## src/rtl/se_blend_select.sv

```systemverilog
// se_blend_select
//   Per-pixel stage feeding the per-channel blend units. For each pixel it
//   resolves the top and second visible layers among BG0-3, OBJ and the
//   backdrop. It then decides the colour special effect from the
//   scanline-latched BLDCNT/BLDALPHA/BLDY copies, the window effect enable
//   and OBJ semi-transparency.
//
//   Pipeline: stage A registers the resolved layers (_p1). Stage B registers
//   the effect decision into the output registers (_p2). A whole-pipe stall
//   holds both stages while the output is valid and not accepted.
//
// Ports
//   clock, reset          system clock, synchronous active-high reset
//   line_start            scanline pulse; latches bldcnt/bldalpha/bldy shadows
//   bldcnt/bldalpha/bldy  live blend registers
//   in_valid/in_ready     upstream handshake for one candidate set
//   layer_color/opaque/prio  per-layer candidates (0-3 BG, 4 OBJ, 5 backdrop)
//   obj_semi, effect_en   OBJ semi-transparent flag, window effect enable
//   out_valid/out_ready   downstream handshake
//   first_color, second_color, control, alpha, y  blend unit operands
module se_blend_select #(
  parameter int LATENCY = 2
) (
  input  logic             clock,
  input  logic             reset,
  input  logic             line_start,
  input  logic [15:0]      bldcnt,
  input  logic [15:0]      bldalpha,
  input  logic [15:0]      bldy,
  input  logic             in_valid,
  output logic             in_ready,
  input  logic [5:0][14:0] layer_color,
  input  logic [5:0]       layer_opaque,
  input  logic [5:0][1:0]  layer_prio,
  input  logic             obj_semi,
  input  logic             effect_en,
  output logic             out_valid,
  input  logic             out_ready,
  output logic [14:0]      first_color,
  output logic [14:0]      second_color,
  output logic [1:0]       control,
  output logic [15:0]      alpha,
  output logic [15:0]      y
);

  localparam logic [2:0]  BackdropId = 3'd5;
  localparam logic [15:0] AlphaNone  = 16'h0010;

  // Coefficients above 16 saturate to 16 (full weight).
  function automatic logic [4:0] sat16(input logic [4:0] v);
    return (v > 5'd16) ? 5'd16 : v;
  endfunction

  // Tie-break rank within one priority level: OBJ first, then BG0..BG3.
  function automatic logic [2:0] tie_rank(input int idx);
    return (idx == 4) ? 3'd0 : 3'(idx + 1);
  endfunction

  logic [15:0] bldcnt_sh_q, alpha_sh_q, y_sh_q;
  logic [LATENCY-1:0] vld_q;
  logic        stall;

  logic [2:0]  top_id_d, sec_id_d;
  logic [5:0]  top_key, sec_key, key_c;

  logic [2:0]  top_id_p1_q, sec_id_p1_q;
  logic [14:0] top_col_p1_q, sec_col_p1_q;
  logic        semi_p1_q, eff_p1_q;

  logic [5:0]  first_en, second_en;
  logic [1:0]  mode;
  logic        ft, st;
  logic [1:0]  ctrl_d;
  logic [14:0] second_d;
  logic [15:0] alpha_d, y_d;

  logic [14:0] first_p2_q, second_p2_q;
  logic [1:0]  ctrl_p2_q;
  logic [15:0] alpha_p2_q, y_p2_q;

  assign stall     = vld_q[LATENCY-1] & ~out_ready;
  assign in_ready  = ~stall;
  assign out_valid = vld_q[LATENCY-1];

  // Shadows update independently of the pipe; stage B reads the registered
  // copy, so a pixel moving through stage B on the load edge sees old values.
  always_ff @(posedge clock) begin
    if (reset) begin
      bldcnt_sh_q <= '0;
      alpha_sh_q  <= '0;
      y_sh_q      <= '0;
    end else if (line_start) begin
      bldcnt_sh_q <= bldcnt;
      alpha_sh_q  <= {3'b0, sat16(bldalpha[12:8]), 3'b0, sat16(bldalpha[4:0])};
      y_sh_q      <= {11'b0, sat16(bldy[4:0])};
    end
  end

  // Layer resolution: key = {prio, tie rank}; smaller wins. The backdrop
  // starts as the incumbent with the maximal key so any opaque layer beats it.
  always_comb begin
    top_id_d = BackdropId;
    top_key  = 6'h3F;
    sec_id_d = BackdropId;
    sec_key  = 6'h3F;
    key_c    = 6'h3F;
    for (int i = 0; i < 5; i++) begin
      key_c = {1'b0, layer_prio[i], tie_rank(i)};
      if (layer_opaque[i] && key_c < top_key) begin
        top_key  = key_c;
        top_id_d = 3'(i);
      end
    end
    for (int i = 0; i < 5; i++) begin
      key_c = {1'b0, layer_prio[i], tie_rank(i)};
      if (layer_opaque[i] && 3'(i) != top_id_d && key_c < sec_key) begin
        sec_key  = key_c;
        sec_id_d = 3'(i);
      end
    end
  end

  // Stage A -> p1: resolved layer ids and colours
  always_ff @(posedge clock) begin
    if (!stall) begin
      top_id_p1_q  <= top_id_d;
      sec_id_p1_q  <= sec_id_d;
      top_col_p1_q <= layer_color[top_id_d];
      sec_col_p1_q <= layer_color[sec_id_d];
      semi_p1_q    <= obj_semi;
      eff_p1_q     <= effect_en;
    end
  end

  // Effect decision from p1 and the shadows
  assign first_en  = bldcnt_sh_q[5:0];
  assign second_en = bldcnt_sh_q[13:8];
  assign mode      = bldcnt_sh_q[7:6];
  assign ft        = first_en[top_id_p1_q];
  // Backdrop-only pixels have no distinct second layer to blend with.
  assign st        = (sec_id_p1_q == top_id_p1_q) ? 1'b0 : second_en[sec_id_p1_q];

  always_comb begin
    ctrl_d   = 2'b00;
    second_d = '0;
    alpha_d  = AlphaNone;
    y_d      = '0;
    if (!eff_p1_q) begin
      ctrl_d = 2'b00;
    end else if ((top_id_p1_q == 3'd4 && semi_p1_q && st) ||
                 (mode == 2'b01 && ft && st)) begin
      ctrl_d   = 2'b01;
      second_d = sec_col_p1_q;
      alpha_d  = alpha_sh_q;
    end else if (mode[1] && ft) begin
      ctrl_d = mode;
      y_d    = y_sh_q;
    end
  end

  // Stage B -> p2: output registers
  always_ff @(posedge clock) begin
    if (reset) begin
      vld_q       <= '0;
      first_p2_q  <= '0;
      second_p2_q <= '0;
      ctrl_p2_q   <= '0;
      alpha_p2_q  <= '0;
      y_p2_q      <= '0;
    end else if (!stall) begin
      vld_q       <= {vld_q[LATENCY-2:0], in_valid};
      first_p2_q  <= top_col_p1_q;
      second_p2_q <= second_d;
      ctrl_p2_q   <= ctrl_d;
      alpha_p2_q  <= alpha_d;
      y_p2_q      <= y_d;
    end
  end

  assign first_color  = first_p2_q;
  assign second_color = second_p2_q;
  assign control      = ctrl_p2_q;
  assign alpha        = alpha_p2_q;
  assign y            = y_p2_q;

endmodule

```

## config.mk

```make
export PLATFORM = sky130hd
export DESIGN_NAME = se_blend_select
export DESIGN_NICKNAME = d
export VERILOG_FILES = /design/src/rtl/se_blend_select.sv
export SDC_FILE = /design/constraint.sdc
export NUM_CORES = 1
export LEC_CHECK = 0
export ABC_AREA = 1
export CAP_MARGIN = 20
export CORE_AREA = 5 5 144 146
export DETAILED_ROUTE_END_ITERATION = 10
export DIE_AREA = 0 0 149 151
export GPL_ROUTABILITY_DRIVEN = 0
export PLACE_DENSITY = 0.64
export SLEW_MARGIN = 20
export SYNTH_ARGS = -nofsm -noshare
export SYNTH_HDL_FRONTEND = slang
export SYNTH_SLANG_ARGS = --single-unit
```

## constraint.sdc

```tcl
create_clock -name clock -period 8.2 [get_ports clock]
set_input_delay 1.23 -clock clock [delete_from_list [all_inputs] [get_ports clock]]
set_output_delay 1.23 -clock clock [all_outputs]
set_load 0.005 [all_outputs]
```

==> results.md, run 1 <==
* Initial antenna violation count at 2
* Prevailing post-synth register cell: dfxtp_1
* Global-route wire length before repair at approximately 33 mm
* Netlist cell types at 42
* Dpl cell area at ~9000 sq um
* Synthesized flop and latch total at approximately 120
* Die Area at approximately 22000 sq um
* Critical path required time at 8.36 ns
* Total track usage at 0.1841
* Sink Count at between 100 and 150
* Max-slew violation count at 0
* Root Driver: clkbuf_16
* Setup WS post-layout at -0.04336 ns
* Asr flop ratio synth at 0
* Die X at between 100 and 150 microns
* Critical path fanouts, max at 6
* Num ports at roughly 230
* CTS Buf Count at 17
* RR Startpoint: vld_q[1]
* Fmax at 121.3 MHz
* Placed instance count at roughly 1300
* Cell Rows at between 50 and 60
* Critical path capture point type: register
* Most used cell, CP: nand2_1
* Drt initial violations at 374
* Max transition margin at 0.4831
* Die H at between 150 and 200 microns
* Hold Buf Count CTS at 0
* Final-stage net count at 1291
* Crit-path slowest cell: ha_1
* Diodes inserted at 0
* DP HPWL at around 16 mm
* Register area share after synthesis at 0.4110
* Routed via count at 6731
* Antenna-violating nets left at 0
* Utilization after layout at 0.5291
* YS warnings at 0
* Leakage at 0.004339 uW
* Number of synthesized flops with an enable pin at 38
* Clk_lat worst skew at about 0.4 ns
* Worst Setup SP: layer_opaque[0]
* Vias in the first global route at ~6400
* DRC at 0
* Largest net degree at the start of global routing at 57
* Clock Tree Buf Depth at 2
* Design area at a little over 10000 sq um
* CP startpoint kind: input pin
* Crit-path max cell delay at 0.32 ns
* Synth-to-layout area growth at 55.07%
* Post-Syn Area per Cell at roughly 7.5 sq um
* Post-Syn Area at around 6600 sq um
* Deepest level of the CTS H-tree at 4
* Initial Util at 0.3412
* Crit Path Class: input pin to register
* HP Class: register to register
* Arrival time worst endpoint at 8.40 ns
* Global route overflow at 0
* Status: complete, but fails checks
* Top cell type by total area after synthesis: dfxtp_1
* Clock Skews at around 0.012 ns
* Wirelength per Cell at between 15 and 20 microns
* Max IR drop VDD at 0.1378 mV
* Final Hold Vio Count at 0
* Layout filler cell count at 1849
* Failing checks: negative setup slack
* IO buf count at about 190
* Syn Inst Count at 880
* Initial DRT Pass Iterations at 4
* Core area at about 19000 sq um
* Area contributors post-synth: dfxtp_1, edfxtp_1, nand2_1
* Top-area cell type share of the netlist area at 0.2375
* DRT Wirelength at around 22 mm
* RSZ-0062 raised after global routing: yes
* Flop2flop setup slack at about 5.5 ns
* Share of cells above drive strength 1 at 0.1736
* Max cap viols at 0
* Design Power at roughly 2200 uW
* Tcrit/Tclk final at 1.005
* PD cells at about 220 nW/um^2
* Pin slew with the least headroom to its limit at just under 0.8 ns
* CTS tree: built
* Min Tclk post-route at around 8.2 ns
* DR vias/cell at approximately 4.8
* Non-Filler Instances at around 1400
* Clock Pin Slew Worst Setup and Hold Paths at roughly 0.060 ns
* Hold Startpoint: bldcnt_sh_q[5]
* Final setup violation count at 14
-- cell usage after synthesis (all sizes together) (3+ instances only) --
| library cell | n |
|---|---|
| nand2 | 198 |
| inv | 101 |
| dfxtp | 78 |
| nand3 | 74 |
| o21ai | 70 |
| nor2 | 68 |
| a21oi | 67 |
| edfxtp | 38 |
| buf | 36 |
| clkbuf | 34 |
| a22oi | 31 |
| o211ai | 19 |
| a221oi | 15 |
| nand3b | 15 |
| ha | 12 |
| nand4 | 4 |
| a211oi | 3 |
| a31oi | 3 |
| o41ai | 3 |
| xnor2 | 3 |
-- state kept, by name, summed over array words and instances (netlist names) --
name	cells
sec_id_p1_q	3
eff_p1_q	1
vld_q	2
top_col_p1_q	15
y_sh_q	5
sec_col_p1_q	15
top_id_p1_q	3
semi_p1_q	1
first_color	15
second_color	15
control	2
y	5
alpha	10
alpha_sh_q	10
bldcnt_sh_q	14
-- repair_timing --
| item | 4_1_cts | 5_1_grt |
|---|---|---|
| cloned | 2 | 1 |
| endpoints found under the setup margin | 18 | 18 |
| gates resized for setup | 56 | 37 |
| pin swaps | 42 | 42 |
| setup buffers | 16 | 7 |
-- stage by stage --
stage                     TNS [ns]  setup WS, ns  hold slack, ns
after global routing        -6.885       -0.4556          0.4756
after detailed placement    -19.16        -1.141          0.4460
after floorplan             -2.498       -0.1827          0.4286
after CTS                  -0.1064      -0.01941          0.4556
after global placement      -16.55       -0.9946          0.4388
final                      -0.3747      -0.04336          0.4547
-- power breakdown --
| part | internal, uW | switching (uW) | total [uW] |
|---|---|---|---|
| clock | 454 | 272 | 726 |
| combinational | 357 | 382 | 739 |
| sequential | 699 | 38.9 | 738 |
-- worst paths after layout --
| check | end | cells past startpoint |
|---|---|---|
| worst min-delay path | bldcnt_sh_q[5] | 2 |
| worst max register to register | alpha[4] | 10 |
| worst min register to register | bldcnt_sh_q[5] | 2 |
| worst max-delay path | sec_col_p1_q[11] | 66 |
-- area by class of cell --
cell class	count	area [sq um]	area share
inverters	102	404.1	0.03964
multi-input cells	608	3491	0.3424
clock inverters	13	120.1	0.01178
well taps	265	331.6	0.03252
clock buffers	19	475.5	0.04663
repair buffers	271	2671	0.2620
flip-flops and latches	116	2703	0.2651
-- critical path: cells and delay by family --
kind,cells,cell delay (ns)
compound gates,11,1.16
buf+inv,11,0.98
fa+ha+maj,8,2.15
simple gates,36,2.88
-- per-layer routing --
metal | wire (microns) | track usage | vias up | part of all wire
li1 | - | - | 3430 | -
met1 | 9567 | 0.2407 | 3067 | 0.44
met2 | 10190 | 0.2998 | 205 | 0.47
met3 | 1611 | 0.05236 | 25 | 0.074
met4 | 288 | 0.04943 | 4 | 0.013
met5 | 26 | 0 | - | 0.0012
-- cells in the final DEF, fill, tap and decap left out, types with 4 or more instances in the layout --
master / netlist / final
nor2_4: 1 / 6
conb_1: 1 / 17
clkdlybuf4s50_1: 0 / 186
nand2_2: 10 / 20
nor2_1: 66 / 60
clkbuf_16: 0 / 20
nand2_4: 4 / 11
buf_4: 23 / 68
ha_1: 12 / 8
clkinv_4: 0 / 4
a221oi_1: 15 / 15
o21ai_0: 57 / 49
nand2_1: 184 / 166
inv_2: 4 / 6
dfxtp_1: 78 / 78
clkinvlp_4: 0 / 4
o211ai_1: 19 / 19
o21ai_1: 13 / 16
ha_4: 0 / 4
edfxtp_1: 38 / 38
nand3_2: 0 / 11
o21ai_2: 0 / 4
inv_1: 97 / 92
buf_12: 0 / 6
a22oi_1: 31 / 30
nand3b_1: 15 / 15
a21oi_1: 66 / 65
nand3_1: 73 / 61
-- kinds of logic (layout without fill, tap and decap cells) --
family | Yosys count | after routing | share of synthesized area
AO/OA/AOI/OAI | 216 | 216 | 0.1987
flip-flops | 116 | 116 | 0.4110
XOR/XNOR | 3 | 3 | 0.003997
adder cells (fa/ha/maj) | 12 | 12 | 0.02283
buffers and inverters | 172 | 405 | 0.1166
AND/OR/NAND/NOR | 360 | 360 | 0.2462
other | 1 | 17 | 0.0005703
(Power assumes the default switching activity.)
==> run 2: changes to the inputs <==
--- a/config.mk
+++ b/config.mk
@@ -16,3 +16,4 @@
 export SYNTH_ARGS = -nofsm -noshare
 export SYNTH_HDL_FRONTEND = slang
 export SYNTH_SLANG_ARGS = --single-unit
+export TNS_END_PERCENT = 5
==> results.md, run 2 (same netlist as run 1, synthesis figures left out) <==
* Max-slew violation count at 0
* Cell Rows at 51
* Final-stage net count at approximately 1300
* Crit Path Class: input pin to register
* Final hold slack at around 0.45 ns
* Die H at roughly 150 microns
* Final setup violation count at 3
* Total track usage at 0.1828
* Status: complete, but fails checks
* Utilization after layout at 0.5302
* CP startpoint kind: input pin
* Min Tclk post-route at roughly 8.2 ns
* RR Startpoint: vld_q[1]
* Num ports at around 230
* Vias in the first global route at between 6000 and 7000
* Max IR drop VDD at roughly 0.14 mV
* Antenna-violating nets left at 0
* Crit-path max cell delay at slightly above 0.3 ns
* Design area at around 10000 sq um
* Wirelength per Cell at between 15 and 20 microns
* Sink Count at around 120
* DRC at 0
* Deepest level of the CTS H-tree at 4
* Clock Skews at between 0.01 and 0.015 ns
* Global route overflow at 0
* Diodes inserted at 0
* Initial Util at 0.3412
* Pin slew with the least headroom to its limit at between 0.7 and 0.8 ns
* Die X at 149 microns
* DP HPWL at 15.45 mm
* DRT Wirelength at 21.54 mm
* Initial antenna violation count at 0
* Most common cell after layout, fill and taps aside: clkdlybuf4s50_1
* Max transition margin at 0.4825
* Core area at between 15000 and 20000 sq um
* Drt initial violations at about 320
* Clock Pin Slew Worst Setup and Hold Paths at roughly 0.050 ns
* Most used cell, CP: nand2_1
* Initial DRT Pass Iterations at 5
* Pre-CTS WS at -1.178 ns
* HP Class: register to register
* Leakage at around 0.0043 uW
* Routed via count at approximately 6700
* Clock Tree Buf Depth at 2
* Hold Startpoint: vld_q[0]
* Worst Setup SP: layer_opaque[0]
* Global-route wire length before repair at between 30 and 40 mm
* PD cells at around 210 nW/um^2
* CTS Buf Count at 17
* Critical path capture point type: register
* Die Area at between 20000 and 25000 sq um
* Critical path required time at around 8.4 ns
* Largest net degree at the start of global routing at 57
* Tcrit/Tclk final at 1.003
* Critical path fanouts, max at 6
* Root Driver: clkbuf_16
* CTS tree: built
* IO buf count at between 150 and 200
* RSZ-0062 raised after global routing: yes
* Setup WS post-layout at -0.02434 ns
* Crit-path slowest cell: ha_1
* Max cap viols at 0
* Synth-to-layout area growth at 55.39%
* Final Hold Vio Count at 0
* Dpl cell area at ~9000 sq um
* DR vias/cell at roughly 4.8
* Fmax at 121.6 MHz
* Clk_lat worst skew at about 0.4 ns
* Commonest cells after routing, fill and taps aside: clkdlybuf4s50_1, nand2_1, inv_1
* Share of cells above drive strength 1 at 0.1761
* Arrival time worst endpoint at around 8.4 ns
* Design Power at roughly 2100 uW
* Failing checks: negative setup slack
[run 2: power by group]
part | internal (uW) | total [uW] | switching (uW)
Sequential | 700 | 737 | 37.3
Combinational | 358 | 743 | 386
Clock | 417 | 655 | 238
[run 2: through the flow]
step,cells,setup TNS (ns)
global placement,1337,-17.45
floorplan,896,-3.062
detailed placement,1337,-19.83
global route,1395,-7.723
CTS,1385,0
finish,1395,-0.03479
[run 2: final cells by class]
cell class | instances | area, sq um
tap | 265 | 331.6
fill | 1840 | 9054
clock inverter | 4 | 21.27
sequential | 116 | 2703
timing repair buffer | 272 | 2695
clock buffer | 28 | 506.7
inverter | 102 | 396.6
multi-input combinational | 608 | 3563
[run 2: timing repair]
action | CTS | global route
resized for setup | 49 | 57
cloned | 3 | 2
hold endpoints to repair | 0 | 0
buffers inserted | 14 | 9
pin swaps | 30 | 55
hold buffers | 0 | 0
setup endpoints to repair | 18 | 18
[run 2: worst paths after layout]
kind | endpoint | slack [ns] | depth (start not counted)
worst max register to register | alpha[4] | 5.49 | 10
worst min-delay path | vld_q[1] | 0.45 | 2
worst max-delay path | sec_col_p1_q[10] | -0.02 | 62
worst min register to register | vld_q[1] | 0.45 | 2
[run 2: critical path: cells and delay by family]
family	cells	cell delay (ns)
AND/OR/NAND/NOR	34	2.86
buffers and inverters	11	1.04
AO/OA/AOI/OAI	10	1.42
adder cells (fa/ha/maj)	7	1.78
[run 2: metal layers]
metal / GRT usage / vias to the layer above / wire length, microns
met5: 0 / - / 0
met4: 0.05034 / 0 / 305
met3: 0.05206 / 18 / 1661
met2: 0.2976 / 222 / 10080
met1: 0.2388 / 3060 / 9494
li1: - / 3420 / -
==> patch 1: new RTL, config.mk and constraints of run 1 <==
`LATENCY`: 2 -> 4.
--- a/src/rtl/se_blend_select.sv
+++ b/src/rtl/se_blend_select.sv
@@ -20,5 +20,5 @@
 //   first_color, second_color, control, alpha, y  blend unit operands
 module se_blend_select #(
-  parameter int LATENCY = 2
+  parameter int LATENCY = 4
 ) (
   input  logic             clock,
Formal check against the unedited RTL: not equivalent (a bounded check fails within 4 cycles, from zero or initial values and one cycle with reset high).
==> patch 1 against run 1 <==
Worst setup slack better by 310 ps; design area grew 0.22%; sequential cell count increased by 2; clock skew is 3.8 ps lower; total power up 1.6%; die area unchanged; first-iteration DRC count is 20% higher; wire length is 0.50% lower; synthesized cell count is 1.4% higher; synthesized area about the same; critical path type unchanged; critical endpoint is now sec_col_p1_q[13]$_DFFE_PN_; highest routed layer is now met4.
==> patch 1: results (changes against run 1) <==
| Metric | Value |
|---|---|
| DR iter-0 viols | 447 (+20%) |
| Synth unique cells | 41 (-2.4%) |
| Placement Cell Area | 9020 sq um (+0.35%) |
| Fin worst setup slack | 265 ps (+308 ps) |
| WL final | 21600 microns (-0.50%) |
| Clk_skew | 7.84 ps (-3.84 ps) |
| Worst setup path endpoint | sec_col_p1_q[13]$_DFFE_PN_ |
| Number of H-tree levels | 4 (unchanged) |
| Status | finished clean |
| Initial antenna violation count | 0 (-2) |
| Seq/Total Area, Yosys | 41.8% (+0.65 points) |
| First-pass GRT wire length | 32700 microns (-0.59%) |
| Hold Path Sink | y[2]$_SDFFE_PP0N_ |
| Critical path arrival | 8080 ps (-320 ps) |
| R2r endpoint | y[3]$_SDFFE_PP0N_ |
| Hold_sp | y_sh_q[2]$_SDFFE_PP0P_ |
| Pin count of the biggest net entering global routing | 60 (+5.3%) |
| Hold_ws | 453 ps (-1.94 ps) |
| Reg-to-reg startpoint | vld_q[3]$_SDFFE_PP0N_ |
| Reg2Reg Depth | 11 (+1) |
| Synth cell count leaders | nand2_1 (190), inv_1 (95), dfxtp_1 (80) |
| Number of global-route vias before repair | 6348 (-0.24%) |
| WHS Path Cells | 2 (unchanged) |
| Cells after Synth | 892 (+1.4%) |
| Placed cell count | 1347 (+0.82%) |
| Worst slack, placed | -933 ps (+208 ps) |
| Iteration count of the initial detailed-routing pass | 5 (+1) |
| Vias | 6832 (+1.5%) |
| Relative slew slack | 50.1% (+1.8 points) |
| Detailed Place HPWL | 15400 microns (-2.3%) |
| Maximum VDD drop | 0.000133 V (-3.6%) |
| DR WL/cell | 15.3 microns (-1.6%) |
| CP max stage delay | 300 ps (-20 ps) |
| Gr usage total | 18.2% (-0.20 points) |
| Number of gates resized after CTS | 26 (-54%) |
| Worst-path maximum fanout | 8 (+2) |
| Share of cells above drive strength 1 | 18.4% (+1.1 points) |
| Post-CTS Repair Setup Buffers | 20 (+4) |
| Synth top area cells | dfxtp_1 (24%), edfxtp_1 (17%), nand2_1 (11%), nand3_1 (5.6%), inv_1 (5.4%) |
patch 1: cells by family after synthesis:
| logic type | share of synthesized area (%) |
|---|---|
| buf+inv | 11.2 |
| simple gates | 24.8 |
| compound gates | 19.5 |
| xor+xnor | 0.400 |
| fa+ha+maj | 2.29 |
| flops | 41.8 |
| other cells | 0.0571 |
patch 1: metal layers:
| metal | share of wire (%) | global-route usage, % | vias to the layer above |
|---|---|---|---|
| met4 | 1.2 | 4.67 | 0 |
| met3 | 7.3 | 4.10 | 11 |
| li1 | - | - | 3468 |
| met5 | 0 | 0 | - |
| met2 | 46 | 29.3 | 250 |
| met1 | 45 | 24.8 | 3103 |
patch 1: layout make-up:
type                    count  area [sq um]
clock buffers              27           588
fillers                  1846          9050
well taps                 265           332
repair buffers            276          2630
multi-input cells         620          3480
clock inverters             5          50.0
flip-flops and latches    118          2740
inverters                  99           399
patch 1: power by group:
part | switching (mW) | internal, mW
clock | 0.253 | 0.521
sequential | 0.0382 | 0.711
combinational | 0.384 | 0.333
total | 0.675 | 1.56
==> patch 2: new RTL, config.mk and constraints of run 1 <==
Without the edit above. Reset style: asynchronous (`reset`), changed in 2 clocked blocks. Comments in the files are not updated.
--- a/src/rtl/se_blend_select.sv
+++ b/src/rtl/se_blend_select.sv
@@ -85,5 +85,5 @@
   // Shadows update independently of the pipe; stage B reads the registered
   // copy, so a pixel moving through stage B on the load edge sees old values.
-  always_ff @(posedge clock) begin
+  always_ff @(posedge clock or posedge reset) begin
     if (reset) begin
       bldcnt_sh_q <= '0;
@@ -160,5 +160,5 @@
 
   // Stage B -> p2: output registers
-  always_ff @(posedge clock) begin
+  always_ff @(posedge clock or posedge reset) begin
     if (reset) begin
       vld_q       <= '0;
Formal check against the unedited RTL: differs if reset is asserted again (counterexample within 4 cycles, from zero or initial values and one cycle with reset high); with reset held inactive, the same outputs for 4 cycles.
==> patch 2 against run 1 <==
Sequential cell count is the same; synthesized area grew 5.2%; wire length is 2.2% lower; design area grew 3.8%; clock skew decreased by 6.1 ps; total power increased by 5.3%; fmax up 0.68%; worst setup slack better by 56 ps; critical endpoint is now sec_col_p1_q[1]$_DFFE_PN_.
==> patch 2: results (changes against run 1) <==
| Metric | Value |
|---|---|
| Status | finished clean |
| Iteration count of the initial detailed-routing pass | 5 (+1) |
| Number of global-route vias before repair | 6399 (+0.57%) |
| Detailed Place HPWL | 15500 microns (-1.6%) |
| DR iter-0 viols | 306 (-18%) |
| Leakage Power | 4.89 nW (+13%) |
| Critical path arrival | 8340 ps (-60 ps) |
| Initial antenna violation count | 0 (-2) |
| Worst-path maximum fanout | 7 (+1) |
| Vias per cell | 4.75 (-1.7%) |
| Placement Cell Area | 9400 sq um (+4.6%) |
| Pin count of the biggest net entering global routing | 79 (+39%) |
| Share of cells above drive strength 1 | 19.6% (+2.2 points) |
| Synth top area cells | dfrtp_1 (28%), edfxtp_1 (17%), nand2_1 (13%), inv_1 (6.7%), o21ai_0 (6.5%) |
| Post-synth ARST share | 67.2% (+67 points) |
| Post-layout nets | 1287 (-0.31%) |
| Seq/Total Area, Yosys | 44.7% (+3.6 points) |
| WL final | 21200 microns (-2.2%) |
| Fillers | 1841 (-0.43%) |
| Hold_sp | top_col_p1_q[0]$_DFFE_PN_ |
| Slew @ Worst Pin | 1000 ps (+230 ps) |
| Maximum VDD drop | 0.000133 V (-3.4%) |
| Synth cell count leaders | nand2_1 (233), inv_1 (123), o21ai_0 (90) |
| Clk_skew | 5.54 ps (-6.15 ps) |
| CP max stage delay | 290 ps (-30 ps) |
==> patch 2: report_power, final <==
part	internal [mW]	switching, mW	leakage [nW]
Combinational	0.379	0.445	3.19
Sequential	0.717	0.0416	1.40
Clock	0.501	0.236	0.299
Total	1.60	0.723	4.89
==> patch 2: through the flow <==
step	std cells	hold slack, ps	TNS, ps	utilization [%]
finish	1389	436	0	54.9
global route	1389	459	-5710	54.9
CTS	1379	441	-1.19	52.8
detailed placement	1340	432	-17150	48.8
global placement	1340	426	-15220	48.8
floorplan	890	418	-2950	-
==> patch 2: tightest hold or removal path, cell delays in order (launching register included) <==
cell      delay, ps
edfxtp_1        310
nand2_1          50
nand2_1          40
==> patch 2: worst paths after layout <==
| path | endpoint | slack (ps) | cells after the start |
|---|---|---|---|
| worst max-delay path | sec_col_p1_q[1]$_DFFE_PN_ | 10 | 62 |
| worst min-delay path | first_color[0]$_DFFE_PP0N_ | 440 | 2 |
| worst max register to register | second_color[14]$_DFFE_PP0N_ | 5710 | 7 |
| worst min register to register | first_color[0]$_DFFE_PP0N_ | 440 | 2 |
| max in group asynchronous | second_color[6]$_DFFE_PP0N_ | 6360 | 3 |
| min in group asynchronous | bldcnt_sh_q[13]$_DFFE_PP0P_ | 1350 | 3 |
==> patch 2: repair_timing <==
item / 4_1_cts / 5_1_grt
setup buffers: 6 / 8
resized for setup: 22 / 88
endpoints found under the setup margin: 18 / 18
pin swaps: 3 / 70
cloned: 2 / 3
==> patch 2: logic make-up (layout without fill, tap and decap cells) <==
group	after synthesis	after routing	synth area share [%]
AO/OA/AOI/OAI	173	173	14.7
buffers and inverters	190	424	12.1
XOR/XNOR	3	3	0.380
AND/OR/NAND/NOR	379	379	25.9
flip-flops	116	116	44.7
adder cells (fa/ha/maj)	12	12	2.17
other	1	17	0.0542
==> patch 2: layout make-up <==
type | count | area, sq um | share of cell area [%]
flip-flops and latches | 116 | 3090 | 29.2
multi-input cells | 584 | 3430 | 32.4
inverters | 130 | 509 | 4.81
repair buffers | 263 | 2610 | 24.7
clock inverters | 4 | 70.1 | 0.662
clock buffers | 27 | 533 | 5.04
well taps | 265 | 332 | 3.13
==> patch 2: metal layers <==
layer  vias up  global-route usage [%]  share of wire (%)
li1       3328                       -                  -
met1      3005                    26.1                 45
met2       242                    28.1                 46
met3        19                    4.58                8.0
met4         0                    3.80                1.1
met5         -                       0                  0
